[src/rtl/video_pkg.sv]
// Shared types and constants for the AXI4-Stream to raw video timing path.
package video_pkg;

    localparam int CNT_W = 12;

    typedef enum logic {
        WAIT_SOF = 1'b0,
        RUN      = 1'b1
    } state_t;

endpackage

[src/rtl/video_timing_gen.sv]
// Free-running raster counters producing active-area and sync flags for the
// video output path.
module video_timing_gen
    import video_pkg::*;
#(
    parameter int IMG_WIDTH   = 640,
    parameter int IMG_HEIGHT  = 480,
    parameter int H_BLANK     = 160,
    parameter int V_BLANK     = 45,
    parameter int HSYNC_WIDTH = 96,
    parameter int VSYNC_LINES = 2
) (
    input  logic             clk,
    input  logic             aresetn,
    output logic [CNT_W-1:0] h_cnt,
    output logic             active,
    output logic             hsync,
    output logic             vsync,
    output logic             first_slot,
    output logic             last_slot
);

    localparam int EW      = CNT_W + 1;
    localparam int H_TOTAL = IMG_WIDTH + H_BLANK;
    localparam int V_TOTAL = IMG_HEIGHT + V_BLANK;

    localparam logic [CNT_W-1:0] H_LAST = CNT_W'(H_TOTAL - 1);
    localparam logic [CNT_W-1:0] V_LAST = CNT_W'(V_TOTAL - 1);

    // Bounds use one extra bit so a 4096-wide raster cannot overflow.
    localparam logic [EW-1:0] H_ACT    = EW'(IMG_WIDTH);
    localparam logic [EW-1:0] V_ACT    = EW'(IMG_HEIGHT);
    localparam logic [EW-1:0] HS_END   = EW'(IMG_WIDTH + HSYNC_WIDTH);
    localparam logic [EW-1:0] VS_END   = EW'(IMG_HEIGHT + VSYNC_LINES);

    logic [CNT_W-1:0] h_cnt_q, h_cnt_d;
    logic [CNT_W-1:0] v_cnt_q, v_cnt_d;
    logic [EW-1:0]    h_ext, v_ext;

    always_comb begin
        h_cnt_d = h_cnt_q + CNT_W'(1);
        v_cnt_d = v_cnt_q;
        if (h_cnt_q == H_LAST) begin
            h_cnt_d = '0;
            if (v_cnt_q == V_LAST) begin
                v_cnt_d = '0;
            end else begin
                v_cnt_d = v_cnt_q + CNT_W'(1);
            end
        end
    end

    always_ff @(posedge clk) begin
        if (!aresetn) begin
            h_cnt_q <= '0;
            v_cnt_q <= '0;
        end else begin
            h_cnt_q <= h_cnt_d;
            v_cnt_q <= v_cnt_d;
        end
    end

    always_comb begin
        h_ext      = {1'b0, h_cnt_q};
        v_ext      = {1'b0, v_cnt_q};
        h_cnt      = h_cnt_q;
        active     = (h_ext < H_ACT) && (v_ext < V_ACT);
        hsync      = (h_ext >= H_ACT) && (h_ext < HS_END);
        vsync      = (v_ext >= V_ACT) && (v_ext < VS_END);
        first_slot = (h_cnt_q == '0) && (v_cnt_q == '0);
        last_slot  = (h_cnt_q == H_LAST) && (v_cnt_q == V_LAST);
    end

endmodule

[src/rtl/axis_video_out.sv]
// AXI4-Stream video to raw vsync/hsync/de timing; pulls beats only in active
// slots and re-locks to start-of-frame after any misalignment.
module axis_video_out
    import video_pkg::*;
#(
    parameter int DATA_WIDTH  = 64,
    parameter int IMG_WIDTH   = 640,
    parameter int IMG_HEIGHT  = 480,
    parameter int H_BLANK     = 160,
    parameter int V_BLANK     = 45,
    parameter int HSYNC_WIDTH = 96,
    parameter int VSYNC_LINES = 2
) (
    input  logic                  s_axis_aclk,
    input  logic                  s_axis_aresetn,
    input  logic [DATA_WIDTH-1:0] s_axis_tdata,
    input  logic                  s_axis_tuser,
    input  logic                  s_axis_tlast,
    input  logic                  s_axis_tvalid,
    output logic                  s_axis_tready,
    output logic                  vid_vsync,
    output logic                  vid_hsync,
    output logic                  vid_de,
    output logic [DATA_WIDTH-1:0] vid_data,
    output logic                  underflow,
    output logic                  sync_err
);

    localparam logic [CNT_W-1:0] H_LAST_PIX = CNT_W'(IMG_WIDTH - 1);

    logic [CNT_W-1:0] h_cnt;
    logic             active, hsync, vsync, first_slot, last_slot;
    logic             beat_err;

    state_t                state_q, state_d;
    logic                  vid_vsync_q, vid_vsync_d;
    logic                  vid_hsync_q, vid_hsync_d;
    logic                  vid_de_q, vid_de_d;
    logic [DATA_WIDTH-1:0] vid_data_q, vid_data_d;
    logic                  underflow_q, underflow_d;
    logic                  sync_err_q, sync_err_d;

    video_timing_gen #(
        .IMG_WIDTH   (IMG_WIDTH),
        .IMG_HEIGHT  (IMG_HEIGHT),
        .H_BLANK     (H_BLANK),
        .V_BLANK     (V_BLANK),
        .HSYNC_WIDTH (HSYNC_WIDTH),
        .VSYNC_LINES (VSYNC_LINES)
    ) u_timing (
        .clk        (s_axis_aclk),
        .aresetn    (s_axis_aresetn),
        .h_cnt      (h_cnt),
        .active     (active),
        .hsync      (hsync),
        .vsync      (vsync),
        .first_slot (first_slot),
        .last_slot  (last_slot)
    );

    // tlast must appear exactly on the last pixel of a line, tuser only at (0,0).
    always_comb begin
        beat_err = (s_axis_tuser && !first_slot) ||
                   (s_axis_tlast != (h_cnt == H_LAST_PIX));
    end

    always_comb begin
        state_d       = state_q;
        s_axis_tready = 1'b0;
        vid_vsync_d   = vsync;
        vid_hsync_d   = hsync;
        vid_de_d      = 1'b0;
        vid_data_d    = '0;
        underflow_d   = 1'b0;
        sync_err_d    = 1'b0;

        case (state_q)
            WAIT_SOF: begin
                // Non-SOF beats are flushed; the SOF beat waits for the raster wrap.
                s_axis_tready = s_axis_tvalid && !s_axis_tuser;
                if (last_slot && s_axis_tvalid && s_axis_tuser) begin
                    state_d = RUN;
                end
            end
            RUN: begin
                s_axis_tready = active;
                if (active) begin
                    vid_de_d = 1'b1;
                    if (!s_axis_tvalid) begin
                        underflow_d = 1'b1;
                    end else if (beat_err) begin
                        sync_err_d = 1'b1;
                        state_d    = WAIT_SOF;
                    end else begin
                        vid_data_d = s_axis_tdata;
                    end
                end
            end
            default: state_d = WAIT_SOF;
        endcase
    end

    always_ff @(posedge s_axis_aclk) begin
        if (!s_axis_aresetn) begin
            state_q     <= WAIT_SOF;
            vid_vsync_q <= 1'b0;
            vid_hsync_q <= 1'b0;
            vid_de_q    <= 1'b0;
            vid_data_q  <= '0;
            underflow_q <= 1'b0;
            sync_err_q  <= 1'b0;
        end else begin
            state_q     <= state_d;
            vid_vsync_q <= vid_vsync_d;
            vid_hsync_q <= vid_hsync_d;
            vid_de_q    <= vid_de_d;
            vid_data_q  <= vid_data_d;
            underflow_q <= underflow_d;
            sync_err_q  <= sync_err_d;
        end
    end

    assign vid_vsync = vid_vsync_q;
    assign vid_hsync = vid_hsync_q;
    assign vid_de    = vid_de_q;
    assign vid_data  = vid_data_q;
    assign underflow = underflow_q;
    assign sync_err  = sync_err_q;

endmodule

[config.mk]
export PLATFORM = sky130hd
export DESIGN_NAME = axis_video_out
export DESIGN_NICKNAME = d
export VERILOG_FILES = /design/src/rtl/video_pkg.sv /design/src/rtl/video_timing_gen.sv /design/src/rtl/axis_video_out.sv
export SDC_FILE = /design/constraint.sdc
export NUM_CORES = 1
export LEC_CHECK = 0
export CELL_PAD_IN_SITES_DETAIL_PLACEMENT = 1
export CELL_PAD_IN_SITES_GLOBAL_PLACEMENT = 1
export CORE_MARGIN = 1
export CORE_UTILIZATION = 28
export CTS_CLUSTER_DIAMETER = 80
export DETAILED_ROUTE_END_ITERATION = 8
export PLACE_DENSITY_LB_ADDON = 0.1
export SLEW_MARGIN = 20
export SYNTH_ARGS = -nofsm -noshare
export SYNTH_HDL_FRONTEND = slang
export SYNTH_SLANG_ARGS = --single-unit
export TNS_END_PERCENT = 1
[constraint.sdc]
create_clock -name s_axis_aclk -period 1.65 [get_ports s_axis_aclk]
set_input_delay 0.33 -clock s_axis_aclk [delete_from_list [all_inputs] [get_ports s_axis_aclk]]
set_output_delay 0.33 -clock s_axis_aclk [all_outputs]
set_load 0.02 [all_outputs]
==> impl_metrics.toml, run 1 <==
[run_status]
status = "finished with violations"
violations = "negative setup slack"

[placement]
gp_congestion = 0.796
dp_cells = 612
dp_hpwl_mm = 6.96
place_area_um2 = 5010
io_buffers = 138

[floorplanning]
die_w_um = 109
core_um2 = 10900
die_h_um = 109
ioPinCount = 139
rows = 38
initial_core_util_pct = 29.1
die_area_um2 = 11800

[grt]
antenna_found_initial = 0
grt_max_degree = 33
grt_overflow = 0
grt_pass1_vias = 2825
grt_pass1_wl_mm = 15.0
grt_usage_pct = 17.2

[sta]
setup_ws_ns = -0.150
min_period_ns = 1.80
fin_crit_sh_pct = 109
rsz0062_at_grt = "yes"
max_freq_mhz = 555
setup_viol = 74
timing_max_transition_violations_final = 0
worst_pin_slew_ns = 0.492
clock-skew-final_ns = 0.0101
slew_headroom_pct = 67.1
holdWs_ns = 0.536
hold_violations = 0

[setup_path]
critPathLaunch = "u_timing.h_cnt[0]$_SDFF_PP0_"
worstSetupPathType = "reg2reg"
worstPathArrival_ns = 2.04
r2r_start = "u_timing.h_cnt[0]$_SDFF_PP0_"
required_ns = 1.89
setup.worst_path.end_class = "flip-flop"
cp-start-kind = "flip-flop"
crit_fanout = 8

[synthesis]
synth_area_leaders = "dfxtp_1 59%, and2_1 13%, xnor2_1 4.1%"
yosys_warnings = 0
syn_area_um2 = 3180
yosysUniqueCellTypes = 34
ys_ff_latch = 94
avgSynthCellArea_um2 = 10.6
synth_top_area_share_pct = 59.1
synth_fp_nets = 374
yosysSeqAreaShare_pct = 59.1
synth_cells = 301
synth_top_area_cell = "dfxtp_1"

[layout]
fillers = 1184
design_area_um2 = 5790
seq_area_um2 = 1890
fin_cells = 640
diodes = 0
multiInputGateArea_um2 = 1410
drive_above_1_share_pct = 30.2
layout_common_cells = "135 x clkdlybuf4s50_1, 86 x dfxtp_1, 45 x and2_4, 44 x buf_4, 23 x and2_1"
finalNetCount = 568
final_common_cell = "clkdlybuf4s50_1"
area_delta_synth_final_pct = 82.0

[clock_tree]
cts_max_path_buffers = 2
cts_sinks = 94
cts_root_buffer = "clkbuf_16"
clkLatencyLatePin_ns = 0.35
cts_buffers = 9
ctsHoldBuffers = 0
tritoncts = "built"
htreeDepth = 3
clkTransAtPathRegs_ns = 0.06

[routing]
drtIter0Drc = 52
vias = 2796
drc_errors = 0
dr.pass1.iters = 6
detail_route.wl_per_cell_um = 16.9
finalWirelength_mm = 10.8
ant_nets = 0
vias_per_cell = 4.37

[power]
leakagePower_nw = 2.34
p_total_mw = 4.81
cellPowerDensity_nw_per_um2 = 831
ir_worst_vdd_v = 0.000514

[worst_hold_path]
min_from = "u_timing.h_cnt[0]$_SDFF_PP0_"
hp-class = "reg2reg"

[run]
max_cap_violations = 0
==> final timing paths <==
check / endpoint / cells after the start / slack, ns
setup / recovery: vid_data[32]$_SDFF_PP0_ / 8 / -0.15
hold / removal: u_timing.h_cnt[0]$_SDFF_PP0_ / 2 / 0.54
setup reg to reg: vid_data[32]$_SDFF_PP0_ / 8 / -0.15
hold reg to reg: u_timing.h_cnt[0]$_SDFF_PP0_ / 2 / 0.54
==> critical path: stages (launching register included) <==
cell	delay, ns
dfxtp_2	0.35
ha_4	0.14
and4_4	0.25
nand4_1	0.11
xor2_1	0.17
and3b_2	0.22
buf_12	0.15
clkbuf_16	0.17
and2_4	0.13
==> repair_timing <==
item,CTS,global route
pin swaps,15,55
buffers inserted,3,2
setup endpoints to repair,84,88
gates resized for setup,18,67
gates cloned,1,6
==> cells by family (layout without fill, tap and decap cells) <==
group	Yosys count	in the layout	synth area share [%]
flip-flops	94	94	59.1
adder cells (fa/ha/maj)	4	4	1.57
XOR/XNOR	19	19	5.23
multiplexers	1	1	0.315
AND/OR/NAND/NOR	153	153	27.6
AO/OA/AOI/OAI	12	12	2.20
buffers and inverters	18	217	3.93
==> routing by layer <==
layer  up-vias  track usage [%]  routed length, um
met4         0             8.78                208
li1       1372                -                  -
met3        14             4.94                898
met5         -                0                  0
met2        95             28.1               5160
met1      1315             20.5               4550
==> power by group <==
part	switching [mW]	internal [mW]	total [mW]	leakage, nW
logic	0.0649	0.181	0.246	1.42
clock network	0.908	1.38	2.29	0.155
registers	0.00633	2.27	2.28	0.761
total	0.979	3.83	4.81	2.34
==> cell usage after synthesis, drive strengths merged <==
cell type,number
dfxtp,94
and2,68
nor2,22
xnor2,15
nand2,12
nor3,10
buf,9
nand4,9
nand3,7
inv,6
nor4,6
o21ai,6
nor2b,5
and3,4
ha,4
xor2,4
a21oi,3
clkbuf,3
and3b,2
and4,2
nor3b,2
or3,2
a21o,1
a22oi,1
a31oi,1
mux2i,1
nor4bb,1
or2,1
==> area by class of cell <==
class,count,share of cell area (%)
clock buffers,10,4.13
well taps,140,3.03
repair buffers,195,33.8
multi-input cells,189,24.4
clock inverters,6,1.60
inverters,6,0.389
flip-flops and latches,94,32.7
==> registers in the layout, indices dropped and copies added, names as in the netlist <==
register / flops
state_q: 1
u_timing.v_cnt_q: 12
vid_de: 1
vid_vsync: 1
underflow: 1
vid_hsync: 1
sync_err: 1
u_timing.h_cnt: 12
vid_data: 64
==> metrics by stage <==
| step | utilization, % | TNS (ns) | setup slack (ns) |
|---|---|---|---|
| after floorplan | - | -5.96 | -0.0946 |
| after global placement | 45.8 | -12.10 | -0.247 |
| after detailed placement | 45.8 | -17.14 | -0.296 |
| after CTS | 49.6 | -10.52 | -0.178 |
| after global routing | 53.0 | -15.00 | -0.240 |
| final | 53.0 | -8.74 | -0.150 |
No activity file was read; power rests on OpenSTA's default activity.
==> run 2: changes to the inputs <==
- CORE_MARGIN: 1 -> 3
==> run 2 against run 1 <==
  * The flow still finishes with violations (negative setup slack)
  * Combinational power increased by 7%
  * Register-to-register slack got worse by 0.15 ns
  * Count of clock-buffer cells in the layout increased by 2
  * Sequential power about the same
  * Sequential share of layout area decreased by 0.18 points
  * Die area increased by 7.5%
  * Worst setup slack got worse by 0.15 ns
  * Core utilization about the same
  * Design area increased by 0.48%
  * Critical path depth unchanged
  * Largest cell class unchanged
==> impl_metrics.toml, run 2 (synthesis gave the netlist of run 1 again) <==
[layout]
drive_above_1_share_pct = 31.5
fin_cells = 641
layout_common_cells = "128 x clkdlybuf4s50_1, 89 x dfxtp_1, 54 x and2_4, 43 x buf_4, 22 x nor2_1"
final_util_pct = 53.0
final_common_cell = "clkdlybuf4s50_1"
area_delta_synth_final_pct = 82.9
largest_register_ffs = 64
diodes = 0
finalNetCount = 569

[routing]
wl_met3_um = 565
highest-signal-layer = "met4"
vias_per_cell = 4.34
drc_errors = 0
drtIter0Drc = 77
vias = 2783
wl_met2_mm = 5.44
dr.pass1.iters = 4
ant_nets = 0
detail_route.wl_per_cell_um = 17.1
wl_met1_mm = 4.76
finalWirelength_mm = 10.9

[power]
ir_worst_vdd_v = 0.000415
clock_power_share_pct = 42.8
leakagePower_nw = 2.48
pwr-share-comb_pct = 5.9
switching_power_mw = 0.925
switching_share_pct = 20.8
sequentialPowerShare_pct = 51.3
p_int_mw = 3.52
cellPowerDensity_nw_per_um2 = 764

[setup_path]
worst-r2r-setup-slack_ns = -0.30
critPathSlowestCell = "dfxtp_2"
setup.worst_path.end_class = "flip-flop"
crit_path_max_incr_delay_ns = 0.35
required_ns = 1.89
worstPathArrival_ns = 2.19
cp-start-kind = "flip-flop"
cp_cell_sequence = "ha_4 -> and4_4 -> nand4_1 -> xor2_2 -> and3b_2 -> buf_12 -> buf_16 -> and2_4"
crit_fanout = 8
worstSetupPathType = "reg2reg"

[sta]
max_freq_mhz = 512
timing_max_transition_violations_final = 0
setup_viol = 77
slew_headroom_pct = 69.5
fin_crit_sh_pct = 118
clock-skew-final_ns = 0.00669
worst_pin_slew_ns = 0.456
hold_violations = 0
setup_ws_ns = -0.303
min_period_ns = 1.95
rsz0062_at_grt = "yes"
fin_tns_setup_ns = -17.71

[floorplanning]
initial_core_util_pct = 29.0
die_w_um = 113
ioPinCount = 139
core_um2 = 11000
die_area_um2 = 12700
rows = 38
die_h_um = 113

[placement]
dp_cells = 612
post-place-ws_ns = -0.261
io_buffers = 138
dp_hpwl_mm = 7.23
gp_congestion = 0.813

[grt]
antenna_found_initial = 0
grt_pass1_wl_mm = 16.9
grt_usage_pct = 17.5
grt_pass1_vias = 2986
grt_overflow = 0
grt_max_degree = 17

[clock_tree]
clkTransAtPathRegs_ns = 0.06
clkLatencyLatePin_ns = 0.34
cts_max_path_buffers = 2
cts_buffers = 9
cts_root_buffer = "clkbuf_16"
htreeDepth = 3
cts_sinks = 94
tritoncts = "built"

[run_status]
violations = "negative setup slack"
status = "finished with violations"

[worst_hold_path]
hp-class = "reg2reg"

[run]
max_cap_violations = 0
[run 2: power groups by stage]
stage | combinational (mW) | sequential [mW] | clock, mW
global placement | 0.232 | 2.33 | 0
global route | 0.284 | 2.28 | 2.09
finish | 0.263 | 2.28 | 1.90
CTS | 0.253 | 2.28 | 1.97
floorplan | 0.0317 | 2.33 | 0
detailed placement | 0.238 | 2.33 | 0
[run 2: per-stage QoR]
stage | hold slack (ns) | area, um^2 | total power, mW
floorplan | 0.402 | 3200 | 2.37
global placement | 0.520 | 5010 | 2.56
detailed placement | 0.526 | 5010 | 2.57
CTS | 0.547 | 5680 | 4.50
global route | 0.541 | 5820 | 4.66
finish | 0.538 | 5820 | 4.45
[run 2: final cells by class]
| class | count | area, um^2 |
|---|---|---|
| Clock buffer | 12 | 246 |
| Inverter | 6 | 22.5 |
| Tap cell | 140 | 175 |
| Sequential cell | 94 | 1890 |
| Clock inverter | 4 | 22.5 |
| Timing Repair Buffer | 196 | 2020 |
| Fill cell | 1211 | 5160 |
| Multi-Input combinational cell | 189 | 1440 |
[run 2: per-layer routing]
metal  global-route usage [%]  up-vias
met5                        0        -
met4                     5.77        0
met3                     4.31       13
met2                     29.8       91
met1                     21.7     1310
li1                         -     1369
[run 2: path summary, 6_finish.rpt]
path | from | end | cells past startpoint
worst min register to register | u_timing.h_cnt[0]$_SDFF_PP0_ | u_timing.h_cnt[0]$_SDFF_PP0_ | 2
worst max register to register | u_timing.h_cnt[1]$_SDFF_PP0_ | vid_data[7]$_SDFF_PP0_ | 8
worst max-delay path | u_timing.h_cnt[1]$_SDFF_PP0_ | vid_data[7]$_SDFF_PP0_ | 8
worst min-delay path | u_timing.h_cnt[0]$_SDFF_PP0_ | u_timing.h_cnt[0]$_SDFF_PP0_ | 2
[run 2: worst max-delay path: cells and delay by family, from the launching register on]
kind	cells	cell delay, ns
buf+inv	2	0.31
flops	1	0.35
xor+xnor	1	0.23
simple gates	4	0.81
fa+ha+maj	1	0.14
[run 2: repair_timing]
item	in CTS	in global routing
resized for setup	70	40
cloned	6	0
setup endpoints to repair	86	96
pin swaps	57	17
setup buffers	6	1
hold buffers	0	0
